## config.mk

```make
export PLATFORM = sky130hd
export DESIGN_NAME = user_io_ctrl_flat
export DESIGN_NICKNAME = d
export VERILOG_FILES = /design/src/rtl/user_io_pkg.sv /design/src/rtl/user_io_ctrl_if.sv /design/src/rtl/user_io_sync.sv /design/src/rtl/user_io_ctrl.sv /design/src/flat_wrapper.sv
export SDC_FILE = /design/constraint.sdc
export NUM_CORES = 1
export LEC_CHECK = 0
export BUFFER_PORTS_ARGS = -buffer_cell sky130_fd_sc_hd__buf_2
export CAP_MARGIN = 25
export CORE_MARGIN = 2
export CORE_UTILIZATION = 50
export DETAILED_ROUTE_END_ITERATION = 8
export HOLD_SLACK_MARGIN = 0.12
export PLACE_DENSITY_LB_ADDON = 0.12
export SETUP_SLACK_MARGIN = 0.2
export SLEW_MARGIN = 20
export SYNTH_ARGS = -nofsm -noshare
export SYNTH_HDL_FRONTEND = slang
export SYNTH_SLANG_ARGS = --single-unit
```

## constraint.sdc

```tcl
create_clock -name wb_clk_i -period 2.2 [get_ports wb_clk_i]
set_input_delay 0.22 -clock wb_clk_i [delete_from_list [all_inputs] [get_ports wb_clk_i]]
set_output_delay 0.22 -clock wb_clk_i [all_outputs]
set_load 0.01 [all_outputs]
```

## src/rtl/user_io_pkg.sv

```systemverilog
`default_nettype none
// ============================================================================
// Module      : user_io_pkg
// Description : Shared definitions for the user I/O controller: register
//               region offsets, bank-count helper and bus FSM state type.
// Revision    : 1.0 - initial release
// ============================================================================
package user_io_pkg;

  // Region base offsets within the 256-byte slave window. Bits [7:5] select
  // the region, bits [4:2] select the 32-bit bank inside it.
  localparam logic [7:0] OFF_DOUT = 8'h00;
  localparam logic [7:0] OFF_OEB  = 8'h20;
  localparam logic [7:0] OFF_MODE = 8'h40;
  localparam logic [7:0] OFF_DIN  = 8'h60;
  localparam logic [7:0] OFF_EN   = 8'h80;
  localparam logic [7:0] OFF_STAT = 8'hA0;
  localparam logic [7:0] OFF_EDGE = 8'hC0;

  // Number of 32-bit register banks needed to cover n channels.
  function automatic int nbanks(input int n);
    return (n + 31) / 32;
  endfunction

  typedef enum logic [0:0] {
    S_IDLE = 1'b0,
    S_ACK  = 1'b1
  } state_e;

endpackage
`default_nettype wire

```

## src/rtl/user_io_ctrl_if.sv

```systemverilog
`default_nettype none
// ============================================================================
// Module      : user_io_ctrl_if
// Description : Wishbone classic slave bundle for the user I/O controller.
//               master : drives cyc/stb/we/sel/adr/dat_i, receives dat_o/ack
//               slave  : the opposite direction
// Revision    : 1.0 - initial release
// ============================================================================
interface user_io_ctrl_if;
  logic        wbs_cyc_i;
  logic        wbs_stb_i;
  logic        wbs_we_i;
  logic [3:0]  wbs_sel_i;
  logic [31:0] wbs_adr_i;
  logic [31:0] wbs_dat_i;
  logic [31:0] wbs_dat_o;
  logic        wbs_ack_o;

  modport master (
    output wbs_cyc_i, wbs_stb_i, wbs_we_i, wbs_sel_i, wbs_adr_i, wbs_dat_i,
    input  wbs_dat_o, wbs_ack_o
  );

  modport slave (
    input  wbs_cyc_i, wbs_stb_i, wbs_we_i, wbs_sel_i, wbs_adr_i, wbs_dat_i,
    output wbs_dat_o, wbs_ack_o
  );
endinterface
`default_nettype wire

```

## src/rtl/user_io_sync.sv

```systemverilog
`default_nettype none
// ============================================================================
// Module      : user_io_sync
// Description : One pad-input channel: SYNC_STAGES-deep synchroniser, a
//               one-cycle delayed copy and rising/falling edge select.
// Ports       : clk_i, rst_ni      - clock, async active-low reset
//               pad_i              - raw pad input
//               edge_sel_i         - 0 = rising, 1 = falling
//               din_o              - synchronised value
//               edge_pulse_o       - one-cycle pulse on the selected edge
// Revision    : 1.0 - initial release
// ============================================================================
module user_io_sync #(
  parameter int SYNC_STAGES = 2
) (
  input  logic clk_i,
  input  logic rst_ni,
  input  logic pad_i,
  input  logic edge_sel_i,
  output logic din_o,
  output logic edge_pulse_o
);

  logic [SYNC_STAGES-1:0] sync_q;
  logic                   prev_q;

  always_ff @(posedge clk_i or negedge rst_ni) begin
    if (!rst_ni) begin
      sync_q <= '0;
      prev_q <= 1'b0;
    end else begin
      sync_q <= {sync_q[SYNC_STAGES-2:0], pad_i};
      prev_q <= sync_q[SYNC_STAGES-1];
    end
  end

  assign din_o        = sync_q[SYNC_STAGES-1];
  assign edge_pulse_o = edge_sel_i ? (prev_q & ~din_o) : (~prev_q & din_o);

endmodule
`default_nettype wire

```

## src/rtl/user_io_ctrl.sv

```systemverilog
`default_nettype none
// ============================================================================
// Module      : user_io_ctrl
// Description : Wishbone-controlled user I/O controller. Each pad channel is
//               owned by the fabric (MODE=1) or by DOUT/OEB registers. Pad
//               inputs are synchronised, edge detected and folded onto
//               user_irq lines (channel i -> line i % NUM_IRQ).
// Ports       : wb_clk_i, wb_rst_ni - clock, async active-low reset
//               wbs                 - Wishbone classic slave bundle
//               io_in/io_out/io_oeb - pad side
//               fab_in/fab_out/fab_oeb - fabric side
//               user_irq            - level interrupts
// Revision    : 1.0 - initial release
// ============================================================================
module user_io_ctrl
  import user_io_pkg::*;
#(
  parameter int          NUM_IO      = 38,
  parameter int          NUM_IRQ     = 3,
  parameter logic [31:0] BASE_ADDR   = 32'h3000_0000,
  parameter int          SYNC_STAGES = 2
) (
  input  logic                wb_clk_i,
  input  logic                wb_rst_ni,
  user_io_ctrl_if.slave       wbs,
  input  logic [NUM_IO-1:0]   io_in,
  output logic [NUM_IO-1:0]   io_out,
  output logic [NUM_IO-1:0]   io_oeb,
  output logic [NUM_IO-1:0]   fab_in,
  input  logic [NUM_IO-1:0]   fab_out,
  input  logic [NUM_IO-1:0]   fab_oeb,
  output logic [NUM_IRQ-1:0]  user_irq
);

  localparam int NB = nbanks(NUM_IO);
  localparam int W  = NB * 32;

  localparam logic [0:0] ST_IDLE = S_IDLE;
  localparam logic [0:0] ST_ACK  = S_ACK;

  logic [0:0]        state_q, state_d;
  logic [31:0]       dat_q, dat_d;
  logic [NUM_IO-1:0] dout_q, dout_d;
  logic [NUM_IO-1:0] oeb_q, oeb_d;
  logic [NUM_IO-1:0] mode_q, mode_d;
  logic [NUM_IO-1:0] en_q, en_d;
  logic [NUM_IO-1:0] stat_q, stat_d;
  logic [NUM_IO-1:0] edge_q, edge_d;

  logic [NUM_IO-1:0] din;
  logic [NUM_IO-1:0] edge_pulse;

  logic              hit, req, wr;
  logic [2:0]        rgn, bank;
  logic [NUM_IO-1:0] wmask, wdata, clr;
  logic [NUM_IO-1:0] rd_vec;
  logic [W-1:0]      rd_pad;
  logic [31:0]       rdata;

  // --------------------------------------------------------------------------
  // Input path
  // --------------------------------------------------------------------------
  for (genvar i = 0; i < NUM_IO; i++) begin : g_ch
    user_io_sync #(
      .SYNC_STAGES (SYNC_STAGES)
    ) u_sync (
      .clk_i        (wb_clk_i),
      .rst_ni       (wb_rst_ni),
      .pad_i        (io_in[i]),
      .edge_sel_i   (edge_q[i]),
      .din_o        (din[i]),
      .edge_pulse_o (edge_pulse[i])
    );
  end

  assign fab_in = io_in;

  // --------------------------------------------------------------------------
  // Bus decode: a transfer is accepted only from IDLE, so the ACK cycle never
  // re-triggers while the master still holds stb.
  // --------------------------------------------------------------------------
  assign hit  = (wbs.wbs_adr_i[31:8] == BASE_ADDR[31:8]);
  assign req  = wbs.wbs_cyc_i & wbs.wbs_stb_i & hit & (state_q == ST_IDLE);
  assign wr   = req & wbs.wbs_we_i;
  assign rgn  = wbs.wbs_adr_i[7:5];
  assign bank = wbs.wbs_adr_i[4:2];

  // Per-channel write mask and data; channels outside the addressed bank,
  // and banks beyond NB, simply never match.
  always_comb begin
    wmask = '0;
    wdata = '0;
    for (int ch = 0; ch < NUM_IO; ch++) begin
      wdata[ch] = wbs.wbs_dat_i[ch % 32];
      wmask[ch] = wr && (32'(bank) == ch / 32) && wbs.wbs_sel_i[(ch % 32) / 8];
    end
  end

  always_comb begin
    dout_d = dout_q;
    oeb_d  = oeb_q;
    mode_d = mode_q;
    en_d   = en_q;
    edge_d = edge_q;
    clr    = '0;
    case (rgn)
      OFF_DOUT[7:5]: dout_d = (dout_q & ~wmask) | (wdata & wmask);
      OFF_OEB[7:5]:  oeb_d  = (oeb_q  & ~wmask) | (wdata & wmask);
      OFF_MODE[7:5]: mode_d = (mode_q & ~wmask) | (wdata & wmask);
      OFF_EN[7:5]:   en_d   = (en_q   & ~wmask) | (wdata & wmask);
      OFF_STAT[7:5]: clr    = wdata & wmask;
      OFF_EDGE[7:5]: edge_d = (edge_q & ~wmask) | (wdata & wmask);
      default:       ;
    endcase
    // Set is applied after clear so a coincident edge wins.
    stat_d = (stat_q & ~clr) | (edge_pulse & en_q);
  end

  // --------------------------------------------------------------------------
  // Read mux: region select, zero-pad to a whole number of banks, bank select.
  // --------------------------------------------------------------------------
  always_comb begin
    rd_vec = '0;
    case (rgn)
      OFF_DOUT[7:5]: rd_vec = dout_q;
      OFF_OEB[7:5]:  rd_vec = oeb_q;
      OFF_MODE[7:5]: rd_vec = mode_q;
      OFF_DIN[7:5]:  rd_vec = din;
      OFF_EN[7:5]:   rd_vec = en_q;
      OFF_STAT[7:5]: rd_vec = stat_q;
      OFF_EDGE[7:5]: rd_vec = edge_q;
      default:       rd_vec = '0;
    endcase
    rd_pad             = '0;
    rd_pad[NUM_IO-1:0] = rd_vec;
    rdata              = '0;
    for (int b = 0; b < NB; b++) begin
      if (32'(bank) == b) rdata = rd_pad[b*32 +: 32];
    end
  end

  always_comb begin
    state_d = ST_IDLE;
    if (state_q == ST_IDLE && req) state_d = ST_ACK;
    dat_d = (req && !wbs.wbs_we_i) ? rdata : 32'h0;
  end

  always_ff @(posedge wb_clk_i or negedge wb_rst_ni) begin
    if (!wb_rst_ni) begin
      state_q <= ST_IDLE;
      dat_q   <= '0;
      dout_q  <= '0;
      oeb_q   <= '1;
      mode_q  <= '0;
      en_q    <= '0;
      stat_q  <= '0;
      edge_q  <= '0;
    end else begin
      state_q <= state_d;
      dat_q   <= dat_d;
      dout_q  <= dout_d;
      oeb_q   <= oeb_d;
      mode_q  <= mode_d;
      en_q    <= en_d;
      stat_q  <= stat_d;
      edge_q  <= edge_d;
    end
  end

  assign wbs.wbs_ack_o = (state_q == ST_ACK);
  assign wbs.wbs_dat_o = dat_q;

  // --------------------------------------------------------------------------
  // Pad output mux and interrupt folding
  // --------------------------------------------------------------------------
  assign io_out = (mode_q & fab_out) | (~mode_q & dout_q);
  assign io_oeb = (mode_q & fab_oeb) | (~mode_q & oeb_q);

  always_comb begin
    user_irq = '0;
    for (int k = 0; k < NUM_IRQ; k++) begin
      for (int i = 0; i < NUM_IO; i++) begin
        if ((i % NUM_IRQ) == k) user_irq[k] = user_irq[k] | (stat_q[i] & en_q[i]);
      end
    end
  end

endmodule
`default_nettype wire
```

## src/flat_wrapper.sv

```systemverilog
// flat-port wrapper written by rule: the top's interface ports become plain ports
module user_io_ctrl_flat import user_io_pkg::*;
#(
  parameter int          NUM_IO      = 38,
  parameter int          NUM_IRQ     = 3,
  parameter logic [31:0] BASE_ADDR   = 32'h3000_0000,
  parameter int          SYNC_STAGES = 2
)
  (wb_clk_i, wb_rst_ni, io_in, io_out, io_oeb, fab_in, fab_out, fab_oeb, user_irq, wbs_wbs_cyc_i, wbs_wbs_stb_i, wbs_wbs_we_i, wbs_wbs_sel_i, wbs_wbs_adr_i, wbs_wbs_dat_i, wbs_wbs_dat_o, wbs_wbs_ack_o);
  user_io_ctrl_if wbs_i ();
  input  logic wb_clk_i;
  input  logic wb_rst_ni;
  input  logic [NUM_IO-1:0] io_in;
  output logic [NUM_IO-1:0] io_out;
  output logic [NUM_IO-1:0] io_oeb;
  output logic [NUM_IO-1:0] fab_in;
  input  logic [NUM_IO-1:0] fab_out;
  input  logic [NUM_IO-1:0] fab_oeb;
  output logic [NUM_IRQ-1:0] user_irq;
  input wire logic [$bits(wbs_i.wbs_cyc_i)-1:0] wbs_wbs_cyc_i;
  input wire logic [$bits(wbs_i.wbs_stb_i)-1:0] wbs_wbs_stb_i;
  input wire logic [$bits(wbs_i.wbs_we_i)-1:0] wbs_wbs_we_i;
  input wire logic [$bits(wbs_i.wbs_sel_i)-1:0] wbs_wbs_sel_i;
  input wire logic [$bits(wbs_i.wbs_adr_i)-1:0] wbs_wbs_adr_i;
  input wire logic [$bits(wbs_i.wbs_dat_i)-1:0] wbs_wbs_dat_i;
  output wire logic [$bits(wbs_i.wbs_dat_o)-1:0] wbs_wbs_dat_o;
  output wire logic [$bits(wbs_i.wbs_ack_o)-1:0] wbs_wbs_ack_o;
  assign wbs_i.wbs_cyc_i = wbs_wbs_cyc_i;
  assign wbs_i.wbs_stb_i = wbs_wbs_stb_i;
  assign wbs_i.wbs_we_i = wbs_wbs_we_i;
  assign wbs_i.wbs_sel_i = wbs_wbs_sel_i;
  assign wbs_i.wbs_adr_i = wbs_wbs_adr_i;
  assign wbs_i.wbs_dat_i = wbs_wbs_dat_i;
  assign wbs_wbs_dat_o = wbs_i.wbs_dat_o;
  assign wbs_wbs_ack_o = wbs_i.wbs_ack_o;
  user_io_ctrl #(.NUM_IO(NUM_IO), .NUM_IRQ(NUM_IRQ), .BASE_ADDR(BASE_ADDR), .SYNC_STAGES(SYNC_STAGES)) u_core (.wb_clk_i(wb_clk_i), .wb_rst_ni(wb_rst_ni), .wbs(wbs_i), .io_in(io_in), .io_out(io_out), .io_oeb(io_oeb), .fab_in(fab_in), .fab_out(fab_out), .fab_oeb(fab_oeb), .user_irq(user_irq));
endmodule
```

==> key figures, run 1 <==
Min path
  • Hold Crit Class: input pin to flip-flop
  • Hold path cells: 4

Global route
  • Number of antenna violations at the first check in global routing: 0
  • First-pass GRT wire length: 81100 um
  • Maximum number of pins on one net before global-route repair: 63
  • Total GRT Usage: 0.297
  • Number of global-route vias before repair: 13722
  • Overflow left after global routing: 0

CTS
  • H-tree levels: 2
  • Clock-pin transition on the worst setup and hold timing paths: about 0.06 ns
  • Cell chosen for the clock root: clkbuf_16
  • Clock buffer count from CTS: 40
  • CTS sink count: 375
  • Insertion delay to the later sink of the worst-skew pair: 0.54 ns
  • Maximum clock insertion buffer count: 3
  • CTS tree: built

Power
  • Total leakage power: between 10 and 15 nW
  • Peak ir drop on the vdd network: 0.000584 V
  • P per Cell Area: 654 mW/mm2

Critical path
  • Slowest stage cell on the critical path: dfrtp_2
  • Chain of cells forming the critical path: a22oi_2, nand2_1, a221oi_2, buf_4, nand3_2, buf_6
  • Crit Path Category: flip-flop to output port
  • WP data arrival: 1.96 ns
  • Logic depth of the worst path, buffers included: 6
  • Cell family contributing the most delay on the critical path: flip-flops
  • Crit path buf inv count: 2
  • Max stage delay on crit path: 0.46 ns
  • Element type at the critical path end: output port
  • Worst Reg-to-Reg Cells: 6
  • Worst path required time: 1.98 ns
  • Worst R2R Setup Slack: 0.13 ns
  • Highest fanout seen on the critical path: 2
  • Kind of start point of the critical path: flip-flop

Yosys
  • Primary flip-flop cell chosen by synthesis mapping: dfrtp_1
  • Number of storage elements in the synthesis netlist: approximately 380
  • Count of synthesis-stage warnings from yosys: 0
  • Post-synthesis cell type count: 53
  • Net count after synthesis: 1546
  • Share of flip-flops with an asynchronous set or reset: 1.00
  • Post-Syn Instances: about 1400
  • Register area share after synthesis: 0.551
  • Count of flip-flops with a built-in enable after synthesis: 0
  • Post-synthesis cell area: roughly 0.017 mm2
  • Mean cell area of the mapped netlist: 12.6 um2

Floorplan
  • Std-Cell Core Area: roughly 0.034 mm2
  • Die Area: approximately 0.036 mm2
  • I/O pin total: 337
  • Die X: 189 um
  • Die height: between 150 and 200 um
  • Initial Utilization: 0.510
  • Number of rows created at floorplan: 67

Route
  • Detail-routed via count per cell: 5.88
  • Count of antenna-violating nets left after detailed routing: 0
  • Count of vias placed by the detailed router: 13491
  • Average detailed-routed wire length per instance: around 23 um
  • DR pass1 iterations: 7
  • Number of remaining DRC errors: 0
  • Starting DRT DRC Count: around 1200
  • Post-Route WL: 53300 um

Flow run
  • Total of max-cap violations: 0

Final layout
  • Utilization after layout: 0.670
  • Diode count: 0
  • Final net count: 2002
  • Post-synthesis to final-layout area growth: 31.6%
  • Share of cells above drive strength 1: 0.490

Placed design
  • Final weighted congestion of routability-driven global placement: between 0.9 and 1
  • Post-DP HPWL: between 30000 and 40000 um
  • I/O Buffers: about 330

STA
  • Worst setup skew after layout: 0.0228 ns
  • Tcrit/Tclk final: 0.993
  • Slew of the pin with the lowest slew margin: 0.703 ns
  • Worst slew margin relative to its limit: 0.530
  • Final TNS setup: 0 ns
  • Number of max-slew violations in the final report: 0
  • Final count of negative-setup-slack endpoints: 0
  • Hold Vio Cnt, Final: 0
  • Min cycle time layout: 2.18 ns
  • Upper clock frequency limit: approximately 460 MHz
  • RSZ-0062 raised after global routing: yes

Run status
  • Status: finished clean
metrics by stage:
| stage | cells | worst slack, ns | hold WS [ns] | total power [W] | area, um2 |
|---|---|---|---|---|---|
| floorplan | 1359 | 0.149 | -0.0756 | 0.00752 | 17200 |
| global placement | 2138 | 0.0722 | 0.227 | 0.00809 | 20000 |
| detailed placement | 2138 | 0.0313 | 0.229 | 0.00811 | 20000 |
| CTS | 2291 | 0.0202 | 0.126 | 0.0148 | 22300 |
| global route | 2294 | -0.0206 | 0.154 | 0.0152 | 22500 |
| finish | 2294 | 0.0154 | 0.147 | 0.0147 | 22500 |
routing by layer:
layer,wire length (um),up-vias,global-route usage
met5,0,-,0
met4,1530,0,0.101
met3,4230,105,0.0545
met2,25000,608,0.471
met1,22600,6841,0.413
li1,-,5937,-
layout make-up:
| class | instances | area [um2] |
|---|---|---|
| inverter | 2 | 7.51 |
| clock buffer | 61 | 1200 |
| sequential | 375 | 9440 |
| multi-input combinational | 880 | 7520 |
| timing repair buffer | 516 | 3710 |
| fill | 2500 | 11100 |
| clock inverter | 12 | 100 |
| tap | 448 | 561 |
power by group:
part | switching, W | internal (W)
registers | 0.0000742 | 0.00701
clock network | 0.00275 | 0.00390
logic | 0.000586 | 0.000429
tightest hold or removal path, delay by kind of cell:
| family | cells | cell delay, ns |
|---|---|---|
| buf+inv | 1 | 0.19 |
| compound gates | 1 | 0.07 |
| simple gates | 2 | 0.15 |
timing repair:
action,4_1_cts,5_1_grt
buffers inserted,7,2
gates resized for setup,20,37
gates cloned,3,1
hold buffers,70,0
pin swaps,6,5
endpoints found under the hold margin,383,0
endpoints found under the setup margin,155,142
kinds of logic (layout without fill, tap and decap cells):
| kind of cell | after synthesis | count (layout) | synth area share |
|---|---|---|---|
| DFF | 375 | 375 | 0.551 |
| and+or+nand+nor | 314 | 314 | 0.105 |
| muxes | 318 | 318 | 0.210 |
| AOI/OAI and AO/OA | 248 | 248 | 0.102 |
| buffers and inverters | 104 | 591 | 0.0319 |
cell usage after synthesis, drive strengths merged (5+ instances only):
library cell / instances / area (um2)
a21oi: 27 / 135
a221o: 7 / 70.1
a221oi: 9 / 78.8
a22o: 16 / 140
a22oi: 52 / 390
a31oi: 12 / 75.1
and2: 6 / 37.5
and3: 5 / 31.3
buf: 55 / 363
clkbuf: 47 / 176
dfrtp: 337 / 8430
dfstp: 38 / 998
mux2: 289 / 3250
mux2i: 25 / 250
nand2: 108 / 405
nand3: 51 / 260
nand4: 5 / 37.5
nor2: 47 / 176
nor2b: 6 / 37.5
nor3: 30 / 354
nor3b: 43 / 333
o211a: 5 / 50.1
o211ai: 6 / 45.0
o21ai: 48 / 240
o2bb2ai: 12 / 105
o31ai: 38 / 285
cells in the final DEF (no fill, tap or decap), drive strengths merged, types with 11 or more instances in the layout:
| cell type | netlist | final |
|---|---|---|
| o31ai | 38 | 38 |
| a22oi | 52 | 52 |
| nand3 | 51 | 51 |
| o21ai | 48 | 48 |
| a22o | 16 | 16 |
| a31oi | 12 | 12 |
| nor2 | 47 | 47 |
| o2bb2ai | 12 | 12 |
| dlygate4sd3 | 0 | 70 |
| dfstp | 38 | 38 |
| mux2i | 25 | 25 |
| nor3 | 30 | 30 |
| buf | 55 | 444 |
| clkinv | 0 | 11 |
| nor3b | 43 | 43 |
| dfrtp | 337 | 337 |
| clkbuf | 47 | 62 |
| mux2 | 289 | 289 |
| a21oi | 27 | 27 |
| nand2 | 108 | 108 |
worst paths after layout:
| kind | start | endpoint |
|---|---|---|
| worst max-delay path | flip-flop | user_irq[0] |
| worst min-delay path | wbs_wbs_dat_i[4] | u_core.stat_q[36] |
| worst max register to register | u_core.wbs.wbs_ack_o | u_core.wbs.wbs_dat_o[21] |
| worst min register to register | u_core.g_ch[28].u_sync.sync_q[0] | u_core.g_ch[28].u_sync.sync_q[1] |
| max in group asynchronous | wb_rst_ni | async pin |
| min in group asynchronous | wb_rst_ni | u_core.g_ch[4].u_sync.sync_q[0] |
Power figures use the tool's default switching activity.
==> run 2, diff against run 1 <==
Settings changed: CELL_PAD_IN_SITES_DETAIL_PLACEMENT set to 0, CELL_PAD_IN_SITES_GLOBAL_PLACEMENT set to 1, CORE_ASPECT_RATIO set to 1.75, CORE_UTILIZATION 50 to 40, PLACE_DENSITY set to 0.78, PLACE_DENSITY_LB_ADDON 0.12 to not set.
==> run 2 against run 1 <==
Compared with the run above:
- the flow now finishes with violations (negative setup slack)
- hold slack better by 0.043 ns
- cell count is 4.8% higher
- critical path depth is 3 lower
- via count is 0.41% higher
- die area is 25% higher
- first-iteration DRC count is 23% lower
- worst setup slack worse by 0.083 ns
- routed wire length is 10% higher
- core utilization is 11 points lower
- clock skew is 0.0078 ns lower
- critical endpoint unchanged
==> key figures, run 2 (synthesis gave the netlist of run 1 again) <==
Run status
  • Status: complete, but fails checks
  • Failing checks: negative setup slack

Route
  • Starting DRT DRC Count: 921 (-23%)
  • DR pass1 iterations: 5 (-2)
  • Count of antenna-violating nets left after detailed routing: 0 (unchanged)
  • Post-Route WL: 58700 um (+10%)
  • Count of vias placed by the detailed router: 13546 (+0.41%)
  • Average detailed-routed wire length per instance: 24.4 um (+5.1%)
  • Number of remaining DRC errors: 0 (unchanged)
  • Detail-routed via count per cell: 5.63 (-4.2%)

STA
  • Final count of negative-setup-slack endpoints: 1 (+1)
  • Worst setup margin: -0.0679 ns (-0.0833 ns)
  • Min cycle time layout: 2.27 ns (+0.0833 ns)
  • Hold Vio Cnt, Final: 0 (unchanged)
  • Worst slew margin relative to its limit: 0.572 (+0.0423)
  • Upper clock frequency limit: 441 MHz (-3.7%)
  • RSZ-0062 raised after global routing: yes
  • Slew of the pin with the lowest slew margin: 0.639 ns (-0.0633 ns)
  • Tcrit/Tclk final: 1.03 (+0.0378)
  • Number of max-slew violations in the final report: 0 (unchanged)
  • Worst setup skew after layout: 0.0150 ns (-0.00779 ns)

Critical path
  • R2r startpoint: u_core.wbs.wbs_ack_o
  • Kind of start point of the critical path: flip-flop
  • Worst Reg-to-Reg Cells: 8 (+2)
  • Worst path required time: 1.98 ns (about the same)
  • Element type at the critical path end: output port
  • Crit Path Category: flip-flop to output port
  • WP data arrival: 2.05 ns (+0.09 ns)
  • Highest fanout seen on the critical path: 4 (+2)

Power
  • Net Sw Power: 0.00346 W (+1.7%)
  • Internal power: 0.0111 W (-2.2%)
  • Combinational share of power: 0.072 (+0.003)
  • P per Cell Area: 614 mW/mm2 (-6.1%)
  • Fraction of power consumed by the clock network: 0.441 (-0.010)
  • Sequential power share: 0.487 (+0.007)
  • Peak ir drop on the vdd network: 0.000445 V (-24%)
  • Overall power after layout: 0.0145 W (-1.3%)
  • Total leakage power: 11.0 nW (+3.0%)
  • Net Sw Frac: 0.238 (+0.00703)

CTS
  • CTS tree: built
  • Clock buffer count from CTS: 37 (-7.5%)
  • Insertion delay to the later sink of the worst-skew pair: 0.54 ns (about the same)
  • Maximum clock insertion buffer count: 3 (unchanged)
  • H-tree levels: 2 (unchanged)
  • Clock-pin transition on the worst setup and hold timing paths: 0.06 ns (about the same)
  • CTS sink count: 375 (unchanged)
  • Cell chosen for the clock root: clkbuf_16

Floorplan
  • Die Area: 0.0446 mm2 (+25%)
  • I/O pin total: 337 (unchanged)
  • Number of rows created at floorplan: 100 (+49%)
  • Die height: 278 um (+47%)
  • Std-Cell Core Area: 0.0424 mm2 (+26%)
  • Initial Utilization: 0.404 (-0.106)
  • Die X: 160 um (-15%)

Global route
  • First-pass GRT wire length: 85300 um (+5.1%)
  • Number of antenna violations at the first check in global routing: 1 (+1)
  • Maximum number of pins on one net before global-route repair: 78 (+24%)
  • Overflow left after global routing: 0 (unchanged)
  • Total GRT Usage: 0.251 (-0.0453)
  • Number of global-route vias before repair: 14273 (+4.0%)

Placed design
  • Final weighted congestion of routability-driven global placement: 0.875 (-5.6%)
  • I/O Buffers: 334 (unchanged)
  • Post-DP HPWL: 40500 um (+12%)
  • Placed inst area: 0.0201 mm2 (+0.46%)

Flow run
  • Total of max-cap violations: 0 (unchanged)

Final layout
  • Share of cells above drive strength 1: 0.507 (+0.0174)
  • Cell area after layout: 0.0237 mm2 (+5.1%)
  • Post-synthesis to final-layout area growth: 38.2%
  • Most common cell after layout, fill and taps aside: dfrtp_1
  • Final net count: 2001 (-0.050%)
  • Number of filler instances in the final layout: 3568 (+43%)
  • Most frequent cells in the layout: dfrtp_1, buf_2, mux2_4

Min path
  • Hold Crit Class: input pin to async pin
run 2: changes by cell type in the layout (fill, tap and decap cells not counted), sizes merged:
cell         change
bufinv           +1
clkinv           +1
diode            +1
clkinvlp         +1
buf              -1
bufbuf           -1
inv              +2
dlygate4sd3      +1
clkbuf           -8
run 2: power groups by stage:
stage / Combinational [W] / Sequential (W) / Clock, W
after global routing: 0.00112 / 0.00709 / 0.00678
final: 0.00104 / 0.00708 / 0.00642
after global placement: 0.000902 / 0.00720 / 0
after CTS: 0.00102 / 0.00708 / 0.00649
after floorplan: 0.000340 / 0.00717 / 0
after detailed placement: 0.000913 / 0.00720 / 0
run 2: routing by layer:
metal,share of wire,vias up,wire (um),track usage
met1,0.37,6864,21500,0.288
met4,0.061,0,3590,0.143
li1,-,5906,-,-
met2,0.52,599,30500,0.452
met5,0,-,0,0
met3,0.053,177,3100,0.0290
run 2: path summary, 6_finish.rpt:
| path | slack, ns | end |
|---|---|---|
| worst max-delay path | -0.07 | user_irq[0] |
| worst max register to register | 0.10 | flip-flop |
| min in group wb_clk_i | 0.26 | u_core.wbs.wbs_dat_o[1] |
| max in group asynchronous | 1.21 | async pin |
| worst min-delay path | 0.19 | u_core.g_ch[4].u_sync.sync_q[0] |
| worst min register to register | 0.34 | u_core.g_ch[9].u_sync.sync_q[1] |
run 2: area by class of cell:
cell class | count | area [um2] | share of cell area
antenna | 1 | 2.50 | 0.000106
clock buffer | 50 | 1060 | 0.0450
clock inverter | 17 | 149 | 0.00629
inverter | 2 | 7.51 | 0.000317
multi-input combinational | 880 | 8510 | 0.359
sequential | 375 | 9440 | 0.399
tap | 561 | 702 | 0.0296
timing repair buffer | 518 | 3810 | 0.161
run 2: metrics by stage:
step / worst slack (ns) / cells / utilization / hold WS (ns) / setup TNS [ns]
4_1_cts: 0.0209 / 2391 / 0.524 / 0.172 / 0
3_3_place_gp: 0.0680 / 2247 / 0.474 / 0.168 / 0
3_5_place_dp: -0.000921 / 2247 / 0.474 / 0.169 / -0.000921
2_1_floorplan: 0.149 / 1359 / - / -0.0756 / 0
5_1_grt: -0.0653 / 2404 / 0.558 / 0.231 / -0.0653
6_report: -0.0679 / 2404 / 0.558 / 0.191 / -0.0679
run 2: repair_timing:
item / 4_1_cts / 5_1_grt
setup buffers: 4 / 7
endpoints found under the hold margin: 566 / 0
gates cloned: 2 / 5
gates resized for setup: 12 / 286
hold buffers: 71 / 0
endpoints found under the setup margin: 182 / 201
pin swaps: 6 / 36
run 2: critical path: stages (launching register included):
cell and delay [ns]:
dfrtp_1 0.45, a222oi_1 0.58, nand3_1 0.27, buf_2 0.21
==> run 3, diff against run 2 <==
Settings changed: CORE_UTILIZATION 40 to 44, PLACE_DENSITY 0.78 to 0.81.
Clock period 2.2 ns to 2.3 ns, I/O delays scaled along.
==> run 3 against run 2 <==
Compared with the run above:
- the flow now finishes without violations
- worst setup slack improved by 0.23 ns
- combinational power fell by 7%
- critical endpoint unchanged
- sequential cell count unchanged
- routed wire length shrank 8.1%
- clock power fell by 6.5%
- clock-buffer cell count grew 2
- critical path type unchanged
- sequential share of layout area up 2.8 points
- final area shrank 6.7%
- largest cell class unchanged
- non-clock buffer count down 12
- clock skew about the same
==> key figures, run 3 (synthesis gave the netlist of run 1 again) <==
Run status
  • Status: finished clean

Critical path
  • Element type at the critical path end: output port
  • Crit path buf inv count: 1 (unchanged)
  • Max stage delay on crit path: 0.42 ns (-0.16 ns)
  • WP data arrival: 1.91 ns (-0.14 ns)
  • R2r startpoint: u_core.wbs.wbs_ack_o
  • Slowest stage cell on the critical path: dfrtp_1
  • Chain of cells forming the critical path: a22o_4, a221oi_4, nand3_2, buf_6
  • Crit Path Category: flip-flop to output port
  • Worst Reg-to-Reg Cells: 7 (-1)
  • Highest fanout seen on the critical path: 3 (-1)
  • Cell family contributing the most delay on the critical path: compound AO/OA/AOI/OAI gates
  • Kind of start point of the critical path: flip-flop
  • Worst path required time: 2.07 ns (+0.09 ns)
  • Worst R2R Setup Slack: 0.33 ns (+0.23 ns)

Placed design
  • I/O Buffers: 334 (unchanged)
  • Post-DP HPWL: 38900 um (-3.9%)
  • Post-Place Cells: 2172 (-3.3%)
  • Final weighted congestion of routability-driven global placement: 0.896 (+2.5%)

CTS
  • CTS tree: built
  • H-tree levels: 2 (unchanged)
  • Clock-pin transition on the worst setup and hold timing paths: 0.06 ns (about the same)
  • Insertion delay to the later sink of the worst-skew pair: 0.53 ns (about the same)
  • CTS sink count: 375 (unchanged)
  • Clock buffer count from CTS: 36 (-2.7%)
  • Cell chosen for the clock root: clkbuf_16
  • Maximum clock insertion buffer count: 3 (unchanged)

Global route
  • Number of global-route vias before repair: 13766 (-3.6%)
  • Total GRT Usage: 0.262 (+0.0108)
  • First-pass GRT wire length: 81800 um (-4.1%)
  • Maximum number of pins on one net before global-route repair: 77 (-1.3%)
  • Overflow left after global routing: 0 (unchanged)
  • Number of antenna violations at the first check in global routing: 0 (-1)

Final layout
  • Finished Layout Cells: 2312 (-3.8%)
  • Share of cells above drive strength 1: 0.481 (-0.0259)
  • Most common cell after layout, fill and taps aside: dfrtp_1
  • Final net count: 1988 (-0.65%)
  • Number of filler instances in the final layout: 3216 (-9.9%)
  • Post-synthesis to final-layout area growth: 29.0%
  • Storage element area: 0.00944 mm2 (about the same)
  • Diode count: 0 (-1)
  • Most frequent cells in the layout: dfrtp_1, buf_2, mux2_2
  • Multi-input gate area: 0.00738 mm2 (-13%)

Min path
  • End point of the most critical hold path: u_core.stat_q[3]
  • Hold path cells: 4
  • Hold Crit Class: input pin to flip-flop
  • Worst hold start: wbs_wbs_dat_i[3]

Route
  • Detail-routed via count per cell: 5.74 (+1.9%)
  • Post-Route WL: 54000 um (-8.1%)
  • DR pass1 iterations: 5 (unchanged)
  • Average detailed-routed wire length per instance: 23.3 um (-4.5%)
  • Number of remaining DRC errors: 0 (unchanged)
  • Count of vias placed by the detailed router: 13277 (-2.0%)
  • Count of antenna-violating nets left after detailed routing: 0 (unchanged)
  • Starting DRT DRC Count: 884 (-4.0%)

Floorplan
  • Number of rows created at floorplan: 95 (-5.0%)
  • Std-Cell Core Area: 0.0384 mm2 (-9.5%)
  • I/O pin total: 337 (unchanged)
  • Initial Utilization: 0.446 (+0.0423)
  • Die Area: 0.0406 mm2 (-8.9%)
  • Die X: 153 um (-4.5%)
  • Die height: 265 um (-4.6%)

Power
  • Sequential power share: 0.493 (+0.006)
  • Fraction of power consumed by the clock network: 0.437 (-0.004)
  • Peak ir drop on the vdd network: 0.000387 V (-13%)
  • Total leakage power: 10.5 nW (-4.4%)
  • Net Sw Frac: 0.226 (-0.0117)
  • Combinational share of power: 0.070 (-0.002)
  • Internal power: 0.0106 W (-4.1%)
  • Net Sw Power: 0.00311 W (-10%)
  • P per Cell Area: 622 mW/mm2 (+1.2%)

STA
  • Tcrit/Tclk final: 0.928
  • Hold Vio Cnt, Final: 0 (unchanged)
  • Number of max-slew violations in the final report: 0 (unchanged)
  • Worst setup skew after layout: 0.0149 ns (-0.0000880 ns)
  • RSZ-0062 raised after global routing: yes
  • Upper clock frequency limit: 468 MHz
  • Slew of the pin with the lowest slew margin: 0.777 ns (+0.138 ns)
  • Min cycle time layout: 2.14 ns
  • Final TNS setup: 0 ns (+0.0679 ns)
  • Worst slew margin relative to its limit: 0.480 (-0.0923)
  • Final count of negative-setup-slack endpoints: 0 (-1)

Flow run
  • Total of max-cap violations: 0 (unchanged)
==> run 3: changes by cell type in the layout (fill, tap and decap cells not counted), moves of 11 or more <==
cell and change:
a21oi_1 +12, a31oi_4 -12, buf_4 +12, mux2_2 +184, mux2_4 -190, o31ai_1 +12
o31ai_4 -11
==> run 3: worst max-delay path by stage <==
stage / slack (ns) / startpoint / depth (start not counted) / endpoint
2_1_floorplan: 0.14 / u_core.wbs.wbs_ack_o / 5 / flip-flop
3_3_place_gp: 0.02 / wbs_wbs_adr_i[17] / 6 / u_core.wbs.wbs_dat_o[13]
3_5_place_dp: 0.05 / u_core.wbs.wbs_ack_o / 6 / flip-flop
4_1_cts: 0.12 / flip-flop / 5 / user_irq[1]
5_1_grt: 0.11 / flip-flop / 5 / user_irq[1]
6_report: 0.16 / u_core.stat_q[21] / 4 / user_irq[0]
==> run 3: tightest hold or removal path, cell delays in order <==
cell,delay (ns)
buf_2,0.18
nand3_1,0.10
o31ai_1,0.07
nand2_1,0.05
==> run 3: final cells by class <==
type / instances / share of cell area
clock inverter: 12 / 0.00611
clock buffer: 52 / 0.0476
timing repair buffer: 506 / 0.158
tap: 485 / 0.0275
sequential: 375 / 0.427
inverter: 2 / 0.000340
multi-input combinational: 880 / 0.334
==> run 3: repair_timing <==
action,CTS,global route
buffers inserted,3,3
hold endpoints to repair,274,0
gates resized for setup,23,25
hold buffers,69,0
pin swaps,3,7
endpoints found under the setup margin,211,205
cloned,0,1
==> run 3: through the flow <==
| step | hold WS, ns | utilization | cell area (um2) | setup slack [ns] | total power [W] |
|---|---|---|---|---|---|
| 3_3_place_gp | 0.264 | 0.518 | 19900 | 0.0155 | 0.00774 |
| 6_report | 0.126 | 0.576 | 22100 | 0.165 | 0.0137 |
| 4_1_cts | 0.124 | 0.571 | 21900 | 0.120 | 0.0138 |
| 5_1_grt | 0.158 | 0.576 | 22100 | 0.112 | 0.0142 |
| 3_5_place_dp | 0.263 | 0.518 | 19900 | 0.0467 | 0.00776 |
| 2_1_floorplan | -0.0656 | - | 17100 | 0.142 | 0.00719 |
==> run 3: power by group through the flow <==
stage | logic (W) | clock network [W] | registers [W]
after global routing | 0.00104 | 0.00636 | 0.00678
after floorplan | 0.000324 | 0 | 0.00686
after detailed placement | 0.000871 | 0 | 0.00689
after CTS | 0.000966 | 0.00609 | 0.00677
after global placement | 0.000859 | 0 | 0.00688
final | 0.000965 | 0.00600 | 0.00677
==> run 3: metal layers <==
| metal | track usage | vias to the layer above | share of wire |
|---|---|---|---|
| met5 | 0 | - | 0 |
| met4 | 0.143 | 0 | 0.060 |
| met3 | 0.0332 | 150 | 0.055 |
| met2 | 0.469 | 581 | 0.52 |
| met1 | 0.303 | 6666 | 0.36 |
| li1 | - | 5880 | - |
